File: config.mk
export PLATFORM = sky130hd
export DESIGN_NAME = serial_compare_accumulator_flat
export DESIGN_NICKNAME = d
export VERILOG_FILES = /design/src/rtl/serial_compare_accumulator_if.sv /design/src/rtl/serial_compare_accumulator.sv /design/src/flat_wrapper.sv
export SDC_FILE = /design/constraint.sdc
export NUM_CORES = 1
export LEC_CHECK = 0
export CORE_MARGIN = 3
export CORE_UTILIZATION = 40
export CTS_CLUSTER_DIAMETER = 100
export DETAILED_ROUTE_END_ITERATION = 6
export PLACE_DENSITY = 0.67
export SLEW_MARGIN = 20
export SYNTH_ARGS = -nofsm -noshare
export SYNTH_HDL_FRONTEND = slang
export SYNTH_SLANG_ARGS = --single-unit
File: constraint.sdc
create_clock -name clk -period 1.4 [get_ports clk]
set_clock_uncertainty 0.15 [all_clocks]
set_input_delay 0.28 -clock clk [delete_from_list [all_inputs] [get_ports clk]]
set_output_delay 0.28 -clock clk [all_outputs]
set_load 0.01 [all_outputs]
File: src/rtl/serial_compare_accumulator_if.sv
// Handshake bundle between the 1-bit comparator stage and the serial accumulator.
// The master drives the per-bit codes. The slave returns the word-level result.
interface serial_compare_accumulator_if #(
  parameter int N  = 8,
  parameter int PW = $clog2(N)
);
  logic          start;
  logic          bit_valid;
  logic [2:0]    cmp_in;
  logic [2:0]    result;
  logic [PW-1:0] diff_pos;
  logic          busy;
  logic          done;
  logic          error;

  modport master (
    output start, bit_valid, cmp_in,
    input  result, diff_pos, busy, done, error
  );

  modport slave (
    input  start, bit_valid, cmp_in,
    output result, diff_pos, busy, done, error
  );
endinterface

File: src/rtl/serial_compare_accumulator.sv
// Bit-serial magnitude comparator back end. It folds N one-hot per-bit codes,
// MSB first, into a word relation and records the index of the first differing bit.
module serial_compare_accumulator #(
  parameter int N  = 8,
  parameter int PW = $clog2(N)
) (
  input logic                          clk,
  input logic                          rst,
  serial_compare_accumulator_if.slave  bus
);

  localparam logic [1:0] IDLE = 2'd0;
  localparam logic [1:0] RUN  = 2'd1;
  localparam logic [1:0] DONE = 2'd2;

  localparam logic [2:0] CODE_EQ = 3'b001;
  localparam logic [2:0] CODE_LT = 3'b010;
  localparam logic [2:0] CODE_GT = 3'b100;

  logic [1:0]    state;
  logic [PW-1:0] counter;
  logic [2:0]    rel_q;       // pending relation; non-zero means decided
  logic [2:0]    result_q;
  logic [PW-1:0] diff_pos_q;
  logic          error_q;
  logic          done_q;

  logic          legal;
  logic [2:0]    rel_nxt;
  logic [PW-1:0] pos_nxt;
  logic          err_nxt;
  logic [2:0]    res_fin;
  logic [PW-1:0] pos_fin;

  // Effect of accepting the current cmp_in. This is used only when a bit is taken in RUN.
  always_comb begin
    legal   = (bus.cmp_in == CODE_EQ) || (bus.cmp_in == CODE_LT) || (bus.cmp_in == CODE_GT);
    rel_nxt = rel_q;
    pos_nxt = diff_pos_q;
    err_nxt = error_q | ~legal;
    if (rel_q == 3'b000 && (bus.cmp_in == CODE_LT || bus.cmp_in == CODE_GT)) begin
      rel_nxt = bus.cmp_in;
      pos_nxt = counter;
    end
    res_fin = err_nxt ? 3'b000 : ((rel_nxt != 3'b000) ? rel_nxt : CODE_EQ);
    pos_fin = (err_nxt || rel_nxt == 3'b000) ? '0 : pos_nxt;
  end

  // NOTE: sequential state uses non-blocking assignments only, so every register
  // samples pre-edge values. Reset is synchronous, so it lives inside the clocked branch.
  always_ff @(posedge clk) begin
    if (rst) begin
      state      <= IDLE;
      counter    <= '0;
      rel_q      <= 3'b000;
      result_q   <= 3'b000;
      diff_pos_q <= '0;
      error_q    <= 1'b0;
      done_q     <= 1'b0;
    end else begin
      done_q <= 1'b0;
      case (state)
        IDLE, DONE: begin
          if (bus.start) begin
            state      <= RUN;
            counter    <= PW'(N - 1);
            rel_q      <= 3'b000;
            result_q   <= 3'b000;
            diff_pos_q <= '0;
            error_q    <= 1'b0;
          end else begin
            state <= IDLE;
          end
        end
        RUN: begin
          if (bus.bit_valid) begin
            rel_q   <= rel_nxt;
            error_q <= err_nxt;
            if (counter == '0) begin
              state      <= DONE;
              done_q     <= 1'b1;
              result_q   <= res_fin;
              diff_pos_q <= pos_fin;
            end else begin
              counter    <= counter - PW'(1);
              diff_pos_q <= pos_nxt;
            end
          end
        end
        default: state <= IDLE;
      endcase
    end
  end

  assign bus.result   = result_q;
  assign bus.diff_pos = diff_pos_q;
  assign bus.busy     = (state == RUN);
  assign bus.done     = done_q;
  assign bus.error    = error_q;

endmodule

File: src/flat_wrapper.sv
// flat-port wrapper written by rule: the top's interface ports become plain ports
module serial_compare_accumulator_flat 
#(
  parameter int N  = 8,
  parameter int PW = $clog2(N)
)
  (clk, rst, bus_start, bus_bit_valid, bus_cmp_in, bus_result, bus_diff_pos, bus_busy, bus_done, bus_error);
  serial_compare_accumulator_if #(.N(N), .PW(PW)) bus_i ();
  input logic clk;
  input logic rst;
  input wire logic [$bits(bus_i.start)-1:0] bus_start;
  input wire logic [$bits(bus_i.bit_valid)-1:0] bus_bit_valid;
  input wire logic [$bits(bus_i.cmp_in)-1:0] bus_cmp_in;
  output wire logic [$bits(bus_i.result)-1:0] bus_result;
  output wire logic [$bits(bus_i.diff_pos)-1:0] bus_diff_pos;
  output wire logic [$bits(bus_i.busy)-1:0] bus_busy;
  output wire logic [$bits(bus_i.done)-1:0] bus_done;
  output wire logic [$bits(bus_i.error)-1:0] bus_error;
  assign bus_i.start = bus_start;
  assign bus_i.bit_valid = bus_bit_valid;
  assign bus_i.cmp_in = bus_cmp_in;
  assign bus_result = bus_i.result;
  assign bus_diff_pos = bus_i.diff_pos;
  assign bus_busy = bus_i.busy;
  assign bus_done = bus_i.done;
  assign bus_error = bus_i.error;
  serial_compare_accumulator #(.N(N), .PW(PW)) u_core (.clk(clk), .rst(rst), .bus(bus_i));
endmodule
Yosys cells after proc, flatten, opt, wreduce, memory -nomap -nowiden. Index checks and enable logic that the tools add are counted.

Add/sub/neg operators: 1. Eq/ne operators: 9. Muxes and demuxes: 26. Bitwise logic cells: 4. Reduce and logical (&&, ||, !) cells: 17.

Operators with widths (number): two-way mux 3 bit (14); one-hot mux 3 bit (2 select lines) (4); zero test 3 bit (3); AND reduction 4 bit (2); inequality test 2 bit (second input constant) (3); logical OR 1 bit (4); two-way mux 1 bit (4); two-way mux 2 bit (2); one-hot mux 2 bit (2 select lines) (1); equality test 3 x 1 -> 1 bit (second input constant) (1); equality test 3 x 2 -> 1 bit (second input constant) (1); equality test 3 bit (second input constant) (1); NOT 1 bit (3); AND reduction 3 bit (1); nonzero test 3 bit (1); OR reduction 3 bit (1); subtractor 3 x 1 -> 3 bit (second input constant) (1); equality test 2 x 1 -> 1 bit (second input constant) (1); equality test 2 bit (second input constant) (1); zero test 2 bit (1); inequality test 2 x 1 -> 1 bit (second input constant) (1); one-hot mux 1 bit (2 select lines) (1); AND reduction 2 bit (1); nonzero test 2 bit (1); 3 further kinds (3).

Register bits: 16. Input bits: 7. Output and inout bits: 9. Logic and storage cells: 64.

Depth between registers and ports, before layout. Gate-level depths: netlist of the first run.

Depth after elaboration: 10. Depth in mapped cells: 6. Mapped depth without buffers: 6.

Least setup slack after synthesis of the first run. Ideal clock, no wire load.

Path kind: input-to-reg. Start point: input bus_cmp_in[2]. End point: register u_core.diff_pos_q[0] (netlist: u_core.bus.diff_pos[0]). Setup time: 75 ps. Data arrival time: 1282 ps. Required time: 1175 ps. Slack: -107 ps. Stages on the path: 5. Path through: buf_6 -> or4b_4 -> o211ai_2 -> o211ai_1 -> o22ai_1.

Longest elaborated chain between the ends: 10. Elaborated cells between the ends (all ways): 17.

Ends and longest elaborated chain: start, declared (RTL line flat_wrapper.sv:13) `input wire logic [$bits(bus_i.cmp_in)-1:0] bus_cmp_in;`; equality test 3 x 2 -> 1 bit (tied with other cells) (RTL line serial_compare_accumulator.sv:37, serial_compare_accumulator.sv:41); logical OR 1 bit (on tied branches) (RTL line serial_compare_accumulator.sv:41, serial_compare_accumulator.sv:37); logical AND 1 bit / logical OR 1 bit (equally long branches) (RTL line serial_compare_accumulator.sv:41, serial_compare_accumulator.sv:37); two-way mux 3 bit / NOT 1 bit (equally long branches) (RTL line serial_compare_accumulator.sv:41, serial_compare_accumulator.sv:40); zero test 3 bit / OR 1 bit (equally long branches) (RTL line serial_compare_accumulator.sv:46, serial_compare_accumulator.sv:40); logical OR 1 bit (RTL line serial_compare_accumulator.sv:46) `pos_fin = (err_nxt || rel_nxt == 3'b000) ? '0 : pos_nxt;`; two-way mux 3 bit (RTL line serial_compare_accumulator.sv:46); two-way mux 3 bit (*) (RTL line serial_compare_accumulator.sv:79) `if (counter == '0) begin`; two-way mux 3 bit (*) (RTL line serial_compare_accumulator.sv:76) `if (bus.bit_valid) begin`; one-hot mux 3 bit (2 select lines) (*) (RTL line serial_compare_accumulator.sv:62) `case (state)`; end signal, assigned (RTL line serial_compare_accumulator.sv:83) `diff_pos_q <= pos_fin;`; end signal, assigned (RTL line serial_compare_accumulator.sv:86) `diff_pos_q <= pos_nxt;`; end, declared (RTL line serial_compare_accumulator.sv:24) `logic [PW-1:0] diff_pos_q;`.

Mark *: on every way between the ends. The rest lies on a longest branch, timed or not. The select of a mux whose other input is x is not followed. A chain may end at the register's enable or synchronous reset.

Final worst setup path of the first run.
Start point: register u_core.error_q (netlist: u_core.bus.error). End point: register u_core.diff_pos_q[1] (netlist: u_core.bus.diff_pos[1]).

Longest elaborated chain between the ends: 6.

Ends and longest elaborated chain: start, declared (RTL line serial_compare_accumulator.sv:25) `logic error_q;`; start signal, assigned (RTL line serial_compare_accumulator.sv:78) `error_q <= err_nxt;`; OR 1 bit (RTL line serial_compare_accumulator.sv:40) `err_nxt = error_q | ~legal;`; logical OR 1 bit (RTL line serial_compare_accumulator.sv:46); two-way mux 3 bit (RTL line serial_compare_accumulator.sv:46); two-way mux 3 bit (RTL line serial_compare_accumulator.sv:79); two-way mux 3 bit (RTL line serial_compare_accumulator.sv:76); one-hot mux 3 bit (2 select lines) (RTL line serial_compare_accumulator.sv:62).

No other way between the ends. The select of a mux whose other input is x is not followed.

==> impl_results.html, run 1 <==
<table>
<tr><th>Metric</th><th>Value</th></tr>
<tr><th colspan="2">Global route</th></tr>
<tr><td>Wire length of the first global-routing pass</td><td>4200 um</td></tr>
<tr><td>GRT Overall Usage</td><td>21.3%</td></tr>
<tr><td>Global-route track usage on met1</td><td>24.0%</td></tr>
<tr><td>Global-route congestion overflow total</td><td>0</td></tr>
<tr><td>Number of antenna violations at the first check in global routing</td><td>0</td></tr>
<tr><td>Met2 track demand over resource</td><td>39.9%</td></tr>
<tr><td>Met3 usage in global routing</td><td>2.62%</td></tr>
<tr><td>Number of global-route vias before repair</td><td>939</td></tr>
<tr><td>Maximum number of pins on one net before global-route repair</td><td>10</td></tr>
<tr><td>Busiest layer in global routing</td><td>met2</td></tr>
<tr><th colspan="2">Critical path</th></tr>
<tr><td>Start-to-end type of the worst setup path</td><td>register to register</td></tr>
<tr><td>Setup crit start kind</td><td>register</td></tr>
<tr><td>Data required, critical path</td><td>1.48 ns</td></tr>
<tr><td>Crit path max-delay cell type</td><td>sky130_fd_sc_hd__or4b_4</td></tr>
<tr><td>Crit path max fanout</td><td>2</td></tr>
<tr><td>Crit. End Element</td><td>register</td></tr>
<tr><td>Cells along the critical path</td><td>or4b_4, o211ai_2, o211ai_1, o22ai_1</td></tr>
<tr><td>Critical Path AT</td><td>1.60 ns</td></tr>
<tr><td>Maximum cell stage delay along the critical path</td><td>0.52 ns</td></tr>
<tr><th colspan="2">Hold path</th></tr>
<tr><td>Path type of the worst min-delay path</td><td>register to register</td></tr>
<tr><th colspan="2">CTS</th></tr>
<tr><td>TritonCTS Buffers</td><td>3</td></tr>
<tr><td>Clock tree from TritonCTS</td><td>done</td></tr>
<tr><td>Root buffer cell</td><td>sky130_fd_sc_hd__clkbuf_4</td></tr>
<tr><td>CTS clk-pin slew, worst paths</td><td>0.10 ns</td></tr>
<tr><td>H-tree Lvls</td><td>1</td></tr>
<tr><td>Maximum count of clock buffers along a single path</td><td>2</td></tr>
<tr><td>Worst skew pair latency</td><td>0.30 ns</td></tr>
<tr><td>Clk sinks</td><td>16</td></tr>
<tr><th colspan="2">STA</th></tr>
<tr><td>Min setup slack post-route</td><td>-0.121 ns</td></tr>
<tr><td>Max Clock Freq</td><td>0.658 GHz</td></tr>
<tr><td>Number of failing hold endpoints at the final stage</td><td>0</td></tr>
<tr><td>Worst slack on hold paths</td><td>0.303 ns</td></tr>
<tr><td>Worst Max-Slew Pin Slew</td><td>0.303 ns</td></tr>
<tr><td>Max-slew headroom at the worst pin</td><td>79.7%</td></tr>
<tr><td>Post-route fraction of the period consumed by the critical path</td><td>109%</td></tr>
<tr><td>Final Critical Period</td><td>1.52 ns</td></tr>
<tr><td>Number of max-slew violations in the final report</td><td>0</td></tr>
<tr><td>Final number of setup-violating endpoints</td><td>10</td></tr>
<tr><td>RSZ-0062 raised after global routing</td><td>true</td></tr>
<tr><th colspan="2">Yosys</th></tr>
<tr><td>Register area share after synthesis</td><td>39.6%</td></tr>
<tr><td>Syn_area_per_cell</td><td>8.52 sq um</td></tr>
<tr><td>Top cell types by occurrence after synthesis</td><td>sky130_fd_sc_hd__dfxtp_1, sky130_fd_sc_hd__a21oi_1, sky130_fd_sc_hd__inv_1, sky130_fd_sc_hd__nor3_1, sky130_fd_sc_hd__nor2_1</td></tr>
<tr><td>Post-synthesis cell count</td><td>95</td></tr>
<tr><td>Top cell type's share of synthesized area</td><td>39.6%</td></tr>
<tr><td>Number of warnings issued by yosys</td><td>0</td></tr>
<tr><td>Biggest area contributors in the synthesized netlist</td><td>sky130_fd_sc_hd__dfxtp_1, sky130_fd_sc_hd__a21oi_1, sky130_fd_sc_hd__nor3_1, sky130_fd_sc_hd__inv_1, sky130_fd_sc_hd__ha_1</td></tr>
<tr><td>Yosys cell types</td><td>36</td></tr>
<tr><td>Post-Syn Area</td><td>810 sq um</td></tr>
<tr><td>Most instantiated flip-flop cell in the synthesis netlist</td><td>sky130_fd_sc_hd__dfxtp_1</td></tr>
<tr><td>Seq cells post-synth</td><td>16</td></tr>
<tr><td>Most numerous cell in the Yosys netlist</td><td>sky130_fd_sc_hd__dfxtp_1</td></tr>
<tr><td>Synthesized net count</td><td>104</td></tr>
<tr><td>Cell type with the highest aggregate area in the netlist</td><td>sky130_fd_sc_hd__dfxtp_1</td></tr>
<tr><td>Synth async-reset ratio</td><td>0%</td></tr>
<tr><td>EDFF count, synth</td><td>0</td></tr>
<tr><th colspan="2">Drt</th></tr>
<tr><td>Wire length per cell after detailed routing</td><td>14.5 um</td></tr>
<tr><td>Vias per Instance</td><td>5.21</td></tr>
<tr><td>DRT iter0 DRCs</td><td>27</td></tr>
<tr><td>Routed Wire Length</td><td>2520 um</td></tr>
<tr><td>Antenna Violating Nets Remaining</td><td>0</td></tr>
<tr><td>Via count</td><td>907</td></tr>
<tr><td>DRC viols</td><td>0</td></tr>
<tr><td>Number of detailed-routing iterations run before antenna repair</td><td>4</td></tr>
<tr><th colspan="2">Cells and area</th></tr>
<tr><td>Fraction of final layout cells sized beyond drive strength 1</td><td>50.3%</td></tr>
<tr><td>Number of filler cells placed in the layout</td><td>130</td></tr>
<tr><td>Synth-to-layout area growth</td><td>76.5%</td></tr>
<tr><td>NumNets Final</td><td>159</td></tr>
<tr><td>Diode insertion count for antenna repair</td><td>0</td></tr>
<tr><td>Final Non-Filler Cells</td><td>174</td></tr>
<tr><td>Area of all sequential standard cells</td><td>329 sq um</td></tr>
<tr><td>Combined area of the multi-input logic cells</td><td>566 sq um</td></tr>
<tr><th colspan="2">Pwr</th></tr>
<tr><td>Cell area power density</td><td>947 nW/um^2</td></tr>
<tr><td>Worst VDD drop</td><td>598 uV</td></tr>
<tr><td>Standby leakage power</td><td>0.617 nW</td></tr>
<tr><td>Tot Pwr</td><td>1.35 mW</td></tr>
<tr><th colspan="2">Job</th></tr>
<tr><td>Count of maximum capacitance violations</td><td>0</td></tr>
<tr><th colspan="2">Die</th></tr>
<tr><td>Die Ht</td><td>51.0 um</td></tr>
<tr><td>Die footprint</td><td>2600 sq um</td></tr>
<tr><td>Starting utilization of the core area</td><td>44.5%</td></tr>
<tr><td>Number of placement rows</td><td>15</td></tr>
<tr><td>Die X-Extent</td><td>51.0 um</td></tr>
<tr><td>Core Area</td><td>1820 sq um</td></tr>
<tr><td>Number of top-level pins</td><td>16</td></tr>
<tr><th colspan="2">Placed design</th></tr>
<tr><td>Pre-CTS setup slack</td><td>-0.535 ns</td></tr>
<tr><td>HPWL after detailed placement</td><td>1770 um</td></tr>
<tr><td>Placer Congestion</td><td>0.823</td></tr>
<tr><td>Cell count after placement</td><td>165</td></tr>
<tr><td>Number of buffers added on ports</td><td>15</td></tr>
<tr><th colspan="2">Outcome</th></tr>
<tr><td>Violations in the final reports</td><td>setup timing</td></tr>
<tr><td>Run status</td><td>finished with violations</td></tr>
</table>
layout make-up:
cell class                 count  area share, %
multi-input combinational     67           39.6
timing repair buffer          55           30.8
sequential                    16           23.0
clock buffer                   4           2.54
tap                           25           2.19
inverter                       7           1.84
flip-flops by register name (all words and copies together), names as in the netlist:
register	cells
u_core.bus.error	1
u_core.bus.result	3
u_core.bus.done	1
u_core.bus.diff_pos	3
u_core.rel_q	3
u_core.counter	3
u_core.state	2
what timing repair did:
item                                    CTS  global route
endpoints found under the setup margin   20            12
pin swaps                                15             8
buffers inserted                          5             1
resized for setup                        43             9
hold buffers                              0             0
logic make-up after synthesis:
family,share of synthesized area [%]
AOI/OAI and AO/OA,23.3
xor gates and xnor gates,3.25
adders and majority gates,3.09
buffers and inverters,6.80
and+or+nand+nor,24.0
DFF,39.6
path summary, 6_finish.rpt:
check | from | end | slack, ns | depth (start not counted)
worst max-delay path | u_core.bus.error | u_core.bus.diff_pos[1] | -0.12 | 4
worst min-delay path | u_core.bus.result[2] | u_core.bus.result[2] | 0.30 | 2
worst max register to register | u_core.bus.error | u_core.bus.diff_pos[1] | -0.12 | 4
worst min register to register | u_core.bus.result[2] | u_core.bus.result[2] | 0.30 | 2
worst max-delay path, delay by kind of cell, from the launching register on:
kind	cells	cell delay, ns
flip-flops	1	0.33
AO/OA/AOI/OAI	3	0.45
AND/OR/NAND/NOR	1	0.52
stage by stage:
step	utilization (%)	instance area [sq um]	TNS (ns)
floorplan	-	817	-0.307
global placement	67.5	1230	-5.42
detailed placement	67.5	1230	-5.79
CTS	75.3	1370	-0.467
global route	78.5	1430	-1.29
finish	78.5	1430	-0.558
layer usage:
layer  vias up  share of wire (%)
met5         -                  0
met2        23                 51
met3         7                3.8
met1       420                 42
li1        457                  -
met4         0                2.3
where the power goes:
part	internal (mW)	total [mW]	switching [mW]	leakage [nW]
Sequential	0.482	0.507	0.0250	0.132
Combinational	0.289	0.527	0.238	0.463
Clock	0.159	0.319	0.160	0.0210
Total	0.930	1.35	0.423	0.617
layout by cell type (no fill, tap or decap), drive strengths merged, types with 2 or more instances in the layout:
cell           instances
o211ai                 2
nand4                  2
ha                     2
a311oi                 2
o21ai                  5
nand2b                 3
buf                   42
nor4                   2
dlygate4sd2           11
o2111ai                2
a211oi                 3
nor3                   8
dfxtp                 16
clkdlybuf4s50          2
nand3                  3
xnor2                  2
o22ai                  2
nor2                   5
nor2b                  3
inv                    7
nand2                  4
a21oi                  7
clkbuf                 4
(Power assumes the default switching activity.)
==> run 2: changes to the inputs <==
--- a/config.mk
+++ b/config.mk
@@ -6,10 +6,9 @@
 export NUM_CORES = 1
 export LEC_CHECK = 0
 export CORE_MARGIN = 3
-export CORE_UTILIZATION = 40
+export CORE_UTILIZATION = 35
 export CTS_CLUSTER_DIAMETER = 100
 export DETAILED_ROUTE_END_ITERATION = 6
-export PLACE_DENSITY = 0.67
 export SLEW_MARGIN = 20
 export SYNTH_ARGS = -nofsm -noshare
 export SYNTH_HDL_FRONTEND = slang
==> constraint.sdc (replaced) <==
create_clock -name clk -period 1.79 [get_ports clk]
set_clock_uncertainty 0.15 [all_clocks]
set_input_delay 0.358 -clock clk [delete_from_list [all_inputs] [get_ports clk]]
set_output_delay 0.358 -clock clk [all_outputs]
set_load 0.01 [all_outputs]
==> impl_results.html, run 2 (synthesis gave the netlist of run 1 again) <==
<table>
<tr><th>Metric</th><th>Value</th></tr>
<tr><th colspan="2">Critical path</th></tr>
<tr><td>Worst Reg-to-Reg Cells</td><td>6 (+2)</td></tr>
<tr><td>Critical Path AT</td><td>1.23 ns (-0.37 ns)</td></tr>
<tr><td>Start-to-end type of the worst setup path</td><td>register to output port</td></tr>
<tr><td>Crit. End Element</td><td>output port</td></tr>
<tr><td>Number of buffer and inverter stages on the critical path</td><td>1 (+1)</td></tr>
<tr><td>Crit path max-delay cell type</td><td>sky130_fd_sc_hd__clkdlybuf4s50_1</td></tr>
<tr><td>Number of stages on the worst setup path</td><td>1 (-3)</td></tr>
<tr><td>Worst reg2reg startpoint</td><td>u_core.counter[0]</td></tr>
<tr><td>Cells along the critical path</td><td>clkdlybuf4s50_1</td></tr>
<tr><td>Register-to-register setup slack</td><td>0.16 ns (+0.28 ns)</td></tr>
<tr><td>Maximum cell stage delay along the critical path</td><td>0.55 ns (+0.03 ns)</td></tr>
<tr><td>Data required, critical path</td><td>1.28 ns (-0.20 ns)</td></tr>
<tr><td>Setup crit start kind</td><td>register</td></tr>
<tr><td>Crit path max fanout</td><td>3 (+1)</td></tr>
<tr><td>Critical R2R Capture</td><td>u_core.counter[1]</td></tr>
<tr><td>Crit-path leading delay family</td><td>buffers and inverters</td></tr>
<tr><th colspan="2">Drt</th></tr>
<tr><td>DRT iter0 DRCs</td><td>21 (-22%)</td></tr>
<tr><td>Routed Wire Length</td><td>1940 um (-23%)</td></tr>
<tr><td>Number of detailed-routing iterations run before antenna repair</td><td>4 (unchanged)</td></tr>
<tr><td>Vias per Instance</td><td>5.03 (-3.6%)</td></tr>
<tr><td>Via count</td><td>784 (-14%)</td></tr>
<tr><td>Antenna Violating Nets Remaining</td><td>0 (unchanged)</td></tr>
<tr><td>DRC viols</td><td>0 (unchanged)</td></tr>
<tr><td>Wire length per cell after detailed routing</td><td>12.4 um (-14%)</td></tr>
<tr><th colspan="2">STA</th></tr>
<tr><td>Number of failing hold endpoints at the final stage</td><td>0 (unchanged)</td></tr>
<tr><td>Final Critical Period</td><td>1.73 ns</td></tr>
<tr><td>Worst slack on hold paths</td><td>0.308 ns (+0.00485 ns)</td></tr>
<tr><td>Max Clock Freq</td><td>0.577 GHz</td></tr>
<tr><td>Post-route fraction of the period consumed by the critical path</td><td>96.9%</td></tr>
<tr><td>Worst Max-Slew Pin Slew</td><td>0.412 ns (+0.109 ns)</td></tr>
<tr><td>Final number of setup-violating endpoints</td><td>0 (-10)</td></tr>
<tr><td>RSZ-0062 raised after global routing</td><td>false</td></tr>
<tr><td>Max-slew headroom at the worst pin</td><td>72.4% (-7.3 points)</td></tr>
<tr><td>Number of max-slew violations in the final report</td><td>0 (unchanged)</td></tr>
<tr><th colspan="2">Hold path</th></tr>
<tr><td>Instance count along the most critical hold path</td><td>2 (unchanged)</td></tr>
<tr><td>Launch instance of the worst min-delay path</td><td>u_core.bus.result[1]</td></tr>
<tr><td>Path type of the worst min-delay path</td><td>register to register</td></tr>
<tr><td>WHS Endpoint</td><td>u_core.bus.result[1]</td></tr>
<tr><th colspan="2">Die</th></tr>
<tr><td>Die Ht</td><td>54.1 um (+6.1%)</td></tr>
<tr><td>Starting utilization of the core area</td><td>38.9% (-5.6 points)</td></tr>
<tr><td>Die X-Extent</td><td>54.1 um (+6.1%)</td></tr>
<tr><td>Number of top-level pins</td><td>16 (unchanged)</td></tr>
<tr><td>Core Area</td><td>2080 sq um (+14%)</td></tr>
<tr><td>Die footprint</td><td>2930 sq um (+13%)</td></tr>
<tr><td>Number of placement rows</td><td>16 (+1)</td></tr>
<tr><th colspan="2">Cells and area</th></tr>
<tr><td>Commonest non-fill, non-tap cell in the layout</td><td>sky130_fd_sc_hd__buf_4</td></tr>
<tr><td>Fraction of final layout cells sized beyond drive strength 1</td><td>22.5% (-28 points)</td></tr>
<tr><td>Synth-to-layout area growth</td><td>43.4%</td></tr>
<tr><td>Final Non-Filler Cells</td><td>156 (-10%)</td></tr>
<tr><td>NumNets Final</td><td>139 (-13%)</td></tr>
<tr><td>Most used cells in the layout excluding fill and tap cells</td><td>sky130_fd_sc_hd__buf_4, sky130_fd_sc_hd__dfxtp_1, sky130_fd_sc_hd__clkdlybuf4s50_1</td></tr>
<tr><td>Number of filler cells placed in the layout</td><td>196 (+51%)</td></tr>
<tr><td>Diode insertion count for antenna repair</td><td>0 (unchanged)</td></tr>
<tr><th colspan="2">Global route</th></tr>
<tr><td>GRT Overall Usage</td><td>15.7% (-5.6 points)</td></tr>
<tr><td>Global-route congestion overflow total</td><td>0 (unchanged)</td></tr>
<tr><td>Maximum number of pins on one net before global-route repair</td><td>10 (unchanged)</td></tr>
<tr><td>Number of global-route vias before repair</td><td>779 (-17%)</td></tr>
<tr><td>Number of antenna violations at the first check in global routing</td><td>0 (unchanged)</td></tr>
<tr><td>Wire length of the first global-routing pass</td><td>3320 um (-21%)</td></tr>
<tr><th colspan="2">Placed design</th></tr>
<tr><td>Cell count after placement</td><td>152 (-7.9%)</td></tr>
<tr><td>Placer Congestion</td><td>0.837 (+1.8%)</td></tr>
<tr><td>Number of buffers added on ports</td><td>15 (unchanged)</td></tr>
<tr><td>HPWL after detailed placement</td><td>1520 um (-14%)</td></tr>
<tr><th colspan="2">Pwr</th></tr>
<tr><td>Cell area power density</td><td>736 nW/um^2 (-22%)</td></tr>
<tr><td>Standby leakage power</td><td>0.460 nW (-25%)</td></tr>
<tr><td>Worst VDD drop</td><td>442 uV (-26%)</td></tr>
<tr><th colspan="2">CTS</th></tr>
<tr><td>TritonCTS Buffers</td><td>3 (unchanged)</td></tr>
<tr><td>Clk sinks</td><td>16 (unchanged)</td></tr>
<tr><td>CTS clk-pin slew, worst paths</td><td>0.10 ns (about the same)</td></tr>
<tr><td>Clock tree from TritonCTS</td><td>done</td></tr>
<tr><td>Worst skew pair latency</td><td>0.29 ns (about the same)</td></tr>
<tr><td>Root buffer cell</td><td>sky130_fd_sc_hd__clkbuf_4</td></tr>
<tr><td>H-tree Lvls</td><td>1 (unchanged)</td></tr>
<tr><td>Maximum count of clock buffers along a single path</td><td>2 (unchanged)</td></tr>
<tr><th colspan="2">Job</th></tr>
<tr><td>Count of maximum capacitance violations</td><td>0 (unchanged)</td></tr>
<tr><th colspan="2">Outcome</th></tr>
<tr><td>Run status</td><td>completed</td></tr>
</table>
## run 2: worst max path at each step
stage               slack (ns)                   start                endpoint
finish                    0.06  u_core.bus.diff_pos[2]         bus_diff_pos[2]
global route             0.008  u_core.bus.diff_pos[2]         bus_diff_pos[2]
CTS                       0.04  u_core.bus.diff_pos[2]         bus_diff_pos[2]
detailed placement       -0.25           bus_cmp_in[2]  u_core.bus.diff_pos[1]
global placement         -0.26           bus_cmp_in[2]  u_core.bus.diff_pos[2]
floorplan                 0.20           bus_cmp_in[2]  u_core.bus.diff_pos[0]
## run 2: timing repair
item	in CTS	in global routing
setup buffers	0	0
pin swaps	0	1
endpoints found under the setup margin	2	7
gates resized for setup	2	3
hold buffers	0	0
## run 2: report_power, final
part,internal (mW),switching [mW]
Combinational,0.114,0.112
Sequential,0.375,0.0166
Clock,0.124,0.114
Total,0.612,0.242
## run 2: metal layers
metal  wire (um)  track usage [%]
met3          80             2.49
met4          43             9.13
met2         881             24.6
met5           0                0
met1         930             20.1
## run 2: worst register-to-register path, cell delays in order, from the launching register on
cell and delay, ns:
sky130_fd_sc_hd__dfxtp_1 0.34, sky130_fd_sc_hd__inv_1 0.11, sky130_fd_sc_hd__ha_1 0.17, sky130_fd_sc_hd__nand2b_1 0.14, sky130_fd_sc_hd__a21o_1 0.25, sky130_fd_sc_hd__buf_4 0.14, sky130_fd_sc_hd__a311oi_1 0.25
## run 2: through the flow
step | util [%] | setup TNS [ns] | area, sq um | setup WS, ns | total power [mW]
2_1_floorplan | - | 0 | 810 | 0.205 | 0.524
3_3_place_gp | 53.5 | -1.29 | 1110 | -0.256 | 0.623
3_5_place_dp | 53.5 | -1.49 | 1110 | -0.252 | 0.624
4_1_cts | 55.3 | 0 | 1150 | 0.0429 | 0.862
5_1_grt | 55.8 | 0 | 1160 | 0.00787 | 0.910
6_report | 55.8 | 0 | 1160 | 0.0562 | 0.854
## run 2: area by class of cell
type                    instances  area (sq um)  share of cell area [%]
well taps                      27          33.8                    2.91
repair buffers                 35           304                    26.2
inverters                       7          26.3                    2.26
clock buffers                   4          36.3                    3.13
flip-flops and latches         16           322                    27.7
multi-input cells              67           439                    37.8
==> run 3: changes to the inputs <==
--- a/config.mk
+++ b/config.mk
@@ -5,7 +5,7 @@
 export SDC_FILE = /design/constraint.sdc
 export NUM_CORES = 1
 export LEC_CHECK = 0
-export CORE_MARGIN = 3
+export CORE_MARGIN = 2
 export CORE_UTILIZATION = 35
 export CTS_CLUSTER_DIAMETER = 100
 export DETAILED_ROUTE_END_ITERATION = 6
==> impl_results.html, run 3 (synthesis gave the netlist of run 1 again) <==
<table>
<tr><th>Metric</th><th>Value</th></tr>
<tr><th colspan="2">Cells and area</th></tr>
<tr><td>Design Area, Final</td><td>1150 sq um (-0.75%)</td></tr>
<tr><td>NumNets Final</td><td>138 (-0.72%)</td></tr>
<tr><td>Most used cells in the layout excluding fill and tap cells</td><td>sky130_fd_sc_hd__buf_4, sky130_fd_sc_hd__dfxtp_1, sky130_fd_sc_hd__clkdlybuf4s50_1</td></tr>
<tr><td>Number of filler cells placed in the layout</td><td>208 (+6.1%)</td></tr>
<tr><td>Synth-to-layout area growth</td><td>42.3%</td></tr>
<tr><td>Diode insertion count for antenna repair</td><td>0 (unchanged)</td></tr>
<tr><td>Fraction of final layout cells sized beyond drive strength 1</td><td>21.9% (-0.61 points)</td></tr>
<tr><td>Commonest non-fill, non-tap cell in the layout</td><td>sky130_fd_sc_hd__buf_4</td></tr>
<tr><th colspan="2">Placed design</th></tr>
<tr><td>HPWL after detailed placement</td><td>1550 um (+2.1%)</td></tr>
<tr><td>Post-Place Cell Area</td><td>1110 sq um (-0.56%)</td></tr>
<tr><td>Placer Congestion</td><td>0.838 (about the same)</td></tr>
<tr><td>Number of buffers added on ports</td><td>15 (unchanged)</td></tr>
<tr><th colspan="2">Global route</th></tr>
<tr><td>Global-route congestion overflow total</td><td>0 (unchanged)</td></tr>
<tr><td>Number of global-route vias before repair</td><td>745 (-4.4%)</td></tr>
<tr><td>Number of antenna violations at the first check in global routing</td><td>0 (unchanged)</td></tr>
<tr><td>GRT Overall Usage</td><td>16.2% (+0.57 points)</td></tr>
<tr><td>Wire length of the first global-routing pass</td><td>3260 um (-1.7%)</td></tr>
<tr><td>Maximum number of pins on one net before global-route repair</td><td>10 (unchanged)</td></tr>
<tr><th colspan="2">CTS</th></tr>
<tr><td>Root buffer cell</td><td>sky130_fd_sc_hd__clkbuf_4</td></tr>
<tr><td>CTS resizes</td><td>2 (unchanged)</td></tr>
<tr><td>Clock tree from TritonCTS</td><td>done</td></tr>
<tr><td>H-tree Lvls</td><td>1 (unchanged)</td></tr>
<tr><td>CTS clk-pin slew, worst paths</td><td>0.09 ns (about the same)</td></tr>
<tr><td>Maximum count of clock buffers along a single path</td><td>2 (unchanged)</td></tr>
<tr><td>Clk sinks</td><td>16 (unchanged)</td></tr>
<tr><td>Post-CTS setup repair buffer count</td><td>0 (unchanged)</td></tr>
<tr><td>TritonCTS Buffers</td><td>3 (unchanged)</td></tr>
<tr><td>Worst skew pair latency</td><td>0.29 ns (about the same)</td></tr>
<tr><td>Post-CTS Hold Buffers</td><td>0 (unchanged)</td></tr>
<tr><th colspan="2">STA</th></tr>
<tr><td>RSZ-0062 raised after global routing</td><td>false</td></tr>
<tr><td>Max-slew headroom at the worst pin</td><td>72.1% (-0.24 points)</td></tr>
<tr><td>Worst Max-Slew Pin Slew</td><td>0.415 ns (+0.00353 ns)</td></tr>
<tr><td>Number of failing hold endpoints at the final stage</td><td>0 (unchanged)</td></tr>
<tr><td>Max Clock Freq</td><td>0.576 GHz (about the same)</td></tr>
<tr><td>Worst slack on hold paths</td><td>0.303 ns (-0.00502 ns)</td></tr>
<tr><td>Post-route fraction of the period consumed by the critical path</td><td>96.9% (about the same)</td></tr>
<tr><td>Aggregate negative setup slack</td><td>0 ns (unchanged)</td></tr>
<tr><td>Final number of setup-violating endpoints</td><td>0 (unchanged)</td></tr>
<tr><td>Final Critical Period</td><td>1.74 ns (+0.00141 ns)</td></tr>
<tr><td>Number of max-slew violations in the final report</td><td>0 (unchanged)</td></tr>
<tr><th colspan="2">Hold path</th></tr>
<tr><td>Launch instance of the worst min-delay path</td><td>u_core.bus.result[2]</td></tr>
<tr><td>Path type of the worst min-delay path</td><td>register to register</td></tr>
<tr><td>Instance count along the most critical hold path</td><td>2 (unchanged)</td></tr>
<tr><td>WHS Endpoint</td><td>u_core.bus.result[2]</td></tr>
<tr><th colspan="2">Critical path</th></tr>
<tr><td>Crit. End Element</td><td>output port</td></tr>
<tr><td>Maximum cell stage delay along the critical path</td><td>0.55 ns (about the same)</td></tr>
<tr><td>Data required, critical path</td><td>1.28 ns (about the same)</td></tr>
<tr><td>Critical Path AT</td><td>1.23 ns (about the same)</td></tr>
<tr><td>Start-to-end type of the worst setup path</td><td>register to output port</td></tr>
<tr><td>Setup crit start kind</td><td>register</td></tr>
<tr><td>Crit-path leading delay family</td><td>buffers and inverters</td></tr>
<tr><td>Crit path max fanout</td><td>3 (unchanged)</td></tr>
<tr><td>Crit path max-delay cell type</td><td>sky130_fd_sc_hd__clkdlybuf4s50_1</td></tr>
<tr><td>Register-to-register setup slack</td><td>0.19 ns (+0.03 ns)</td></tr>
<tr><td>Worst Reg-to-Reg Cells</td><td>6 (unchanged)</td></tr>
<tr><td>Critical R2R Capture</td><td>u_core.bus.diff_pos[1]</td></tr>
<tr><td>Worst reg2reg startpoint</td><td>u_core.counter[0]</td></tr>
<tr><td>Cells along the critical path</td><td>clkdlybuf4s50_1</td></tr>
<tr><td>Number of buffer and inverter stages on the critical path</td><td>1 (unchanged)</td></tr>
<tr><th colspan="2">Pwr</th></tr>
<tr><td>Worst VDD drop</td><td>481 uV (+8.9%)</td></tr>
<tr><td>Combinational share of power</td><td>26.3% (about the same)</td></tr>
<tr><td>Net Sw Power</td><td>0.242 mW (about the same)</td></tr>
<tr><td>Internal Pwr Total</td><td>0.613 mW (+0.11%)</td></tr>
<tr><td>Power share of the sequential group</td><td>45.7% (about the same)</td></tr>
<tr><td>Cell area power density</td><td>742 nW/um^2 (+0.83%)</td></tr>
<tr><td>Standby leakage power</td><td>0.455 nW (-1.1%)</td></tr>
<tr><td>Clock power share</td><td>28.0% (+0.2 points)</td></tr>
<tr><td>Tot Pwr</td><td>0.855 mW (about the same)</td></tr>
<tr><td>Fraction of power spent switching nets</td><td>28.3% (about the same)</td></tr>
<tr><th colspan="2">Die</th></tr>
<tr><td>Starting utilization of the core area</td><td>37.0% (-1.9 points)</td></tr>
<tr><td>Core Area</td><td>2190 sq um (+5.2%)</td></tr>
<tr><td>Number of top-level pins</td><td>16 (unchanged)</td></tr>
<tr><td>Number of placement rows</td><td>17 (+1)</td></tr>
<tr><td>Die Ht</td><td>52.1 um (-3.7%)</td></tr>
<tr><td>Die X-Extent</td><td>52.1 um (-3.7%)</td></tr>
<tr><td>Die footprint</td><td>2710 sq um (-7.3%)</td></tr>
<tr><th colspan="2">Drt</th></tr>
<tr><td>DRC viols</td><td>0 (unchanged)</td></tr>
<tr><td>Number of detailed-routing iterations run before antenna repair</td><td>4 (unchanged)</td></tr>
<tr><td>Antenna Violating Nets Remaining</td><td>0 (unchanged)</td></tr>
<tr><td>Via count</td><td>814 (+3.8%)</td></tr>
<tr><td>Routed Wire Length</td><td>1860 um (-3.7%)</td></tr>
<tr><td>DRT iter0 DRCs</td><td>10 (-52%)</td></tr>
<tr><td>Wire length per cell after detailed routing</td><td>11.9 um (-3.7%)</td></tr>
<tr><td>Vias per Instance</td><td>5.22 (+3.8%)</td></tr>
<tr><th colspan="2">Outcome</th></tr>
<tr><td>Run status</td><td>completed</td></tr>
<tr><th colspan="2">Job</th></tr>
<tr><td>Count of maximum capacitance violations</td><td>0 (unchanged)</td></tr>
</table>
run 3: worst max-delay path by stage:
stage                                 startpoint                      to  cells after the start
after floorplan                    bus_cmp_in[2]  u_core.bus.diff_pos[0]                      5
after global placement             bus_cmp_in[2]  u_core.bus.diff_pos[0]                      7
after detailed placement           bus_cmp_in[2]    u_core.bus.result[0]                      6
after CTS                 u_core.bus.diff_pos[2]         bus_diff_pos[2]                      1
after global routing      u_core.bus.diff_pos[2]         bus_diff_pos[2]                      1
final                     u_core.bus.diff_pos[2]         bus_diff_pos[2]                      1
run 3: power by group through the flow:
| stage | clock network (mW) | registers [mW] | logic, mW |
|---|---|---|---|
| 2_1_floorplan | 0 | 0.396 | 0.127 |
| 3_3_place_gp | 0 | 0.397 | 0.225 |
| 3_5_place_dp | 0 | 0.399 | 0.227 |
| 4_1_cts | 0.246 | 0.390 | 0.227 |
| 5_1_grt | 0.257 | 0.395 | 0.252 |
| 6_report | 0.240 | 0.391 | 0.225 |
run 3: stage by stage:
step                setup WS (ns)  util, %  cells
global route              0.00622     52.6    156
detailed placement         -0.255     50.6    152
global placement           -0.195     50.6    152
floorplan                   0.205        -     95
CTS                        0.0449     52.3    156
finish                     0.0548     52.6    156
run 3: final cells by class:
cell class / instances / area (sq um) / share of cell area [%]
clock buffer: 4 / 36.3 / 3.15
sequential: 16 / 322 / 27.9
inverter: 7 / 26.3 / 2.28
multi-input combinational: 67 / 439 / 38.1
tap: 28 / 35.0 / 3.04
timing repair buffer: 34 / 294 / 25.5
run 3: metal layers:
| layer | vias to the layer above | part of all wire (%) | GRT usage, % |
|---|---|---|---|
| li1 | 419 | - | - |
| met1 | 375 | 45 | 21.5 |
| met2 | 16 | 49 | 25.5 |
| met3 | 4 | 4.0 | 2.59 |
| met4 | 0 | 1.7 | 7.89 |
| met5 | - | 0 | 0 |
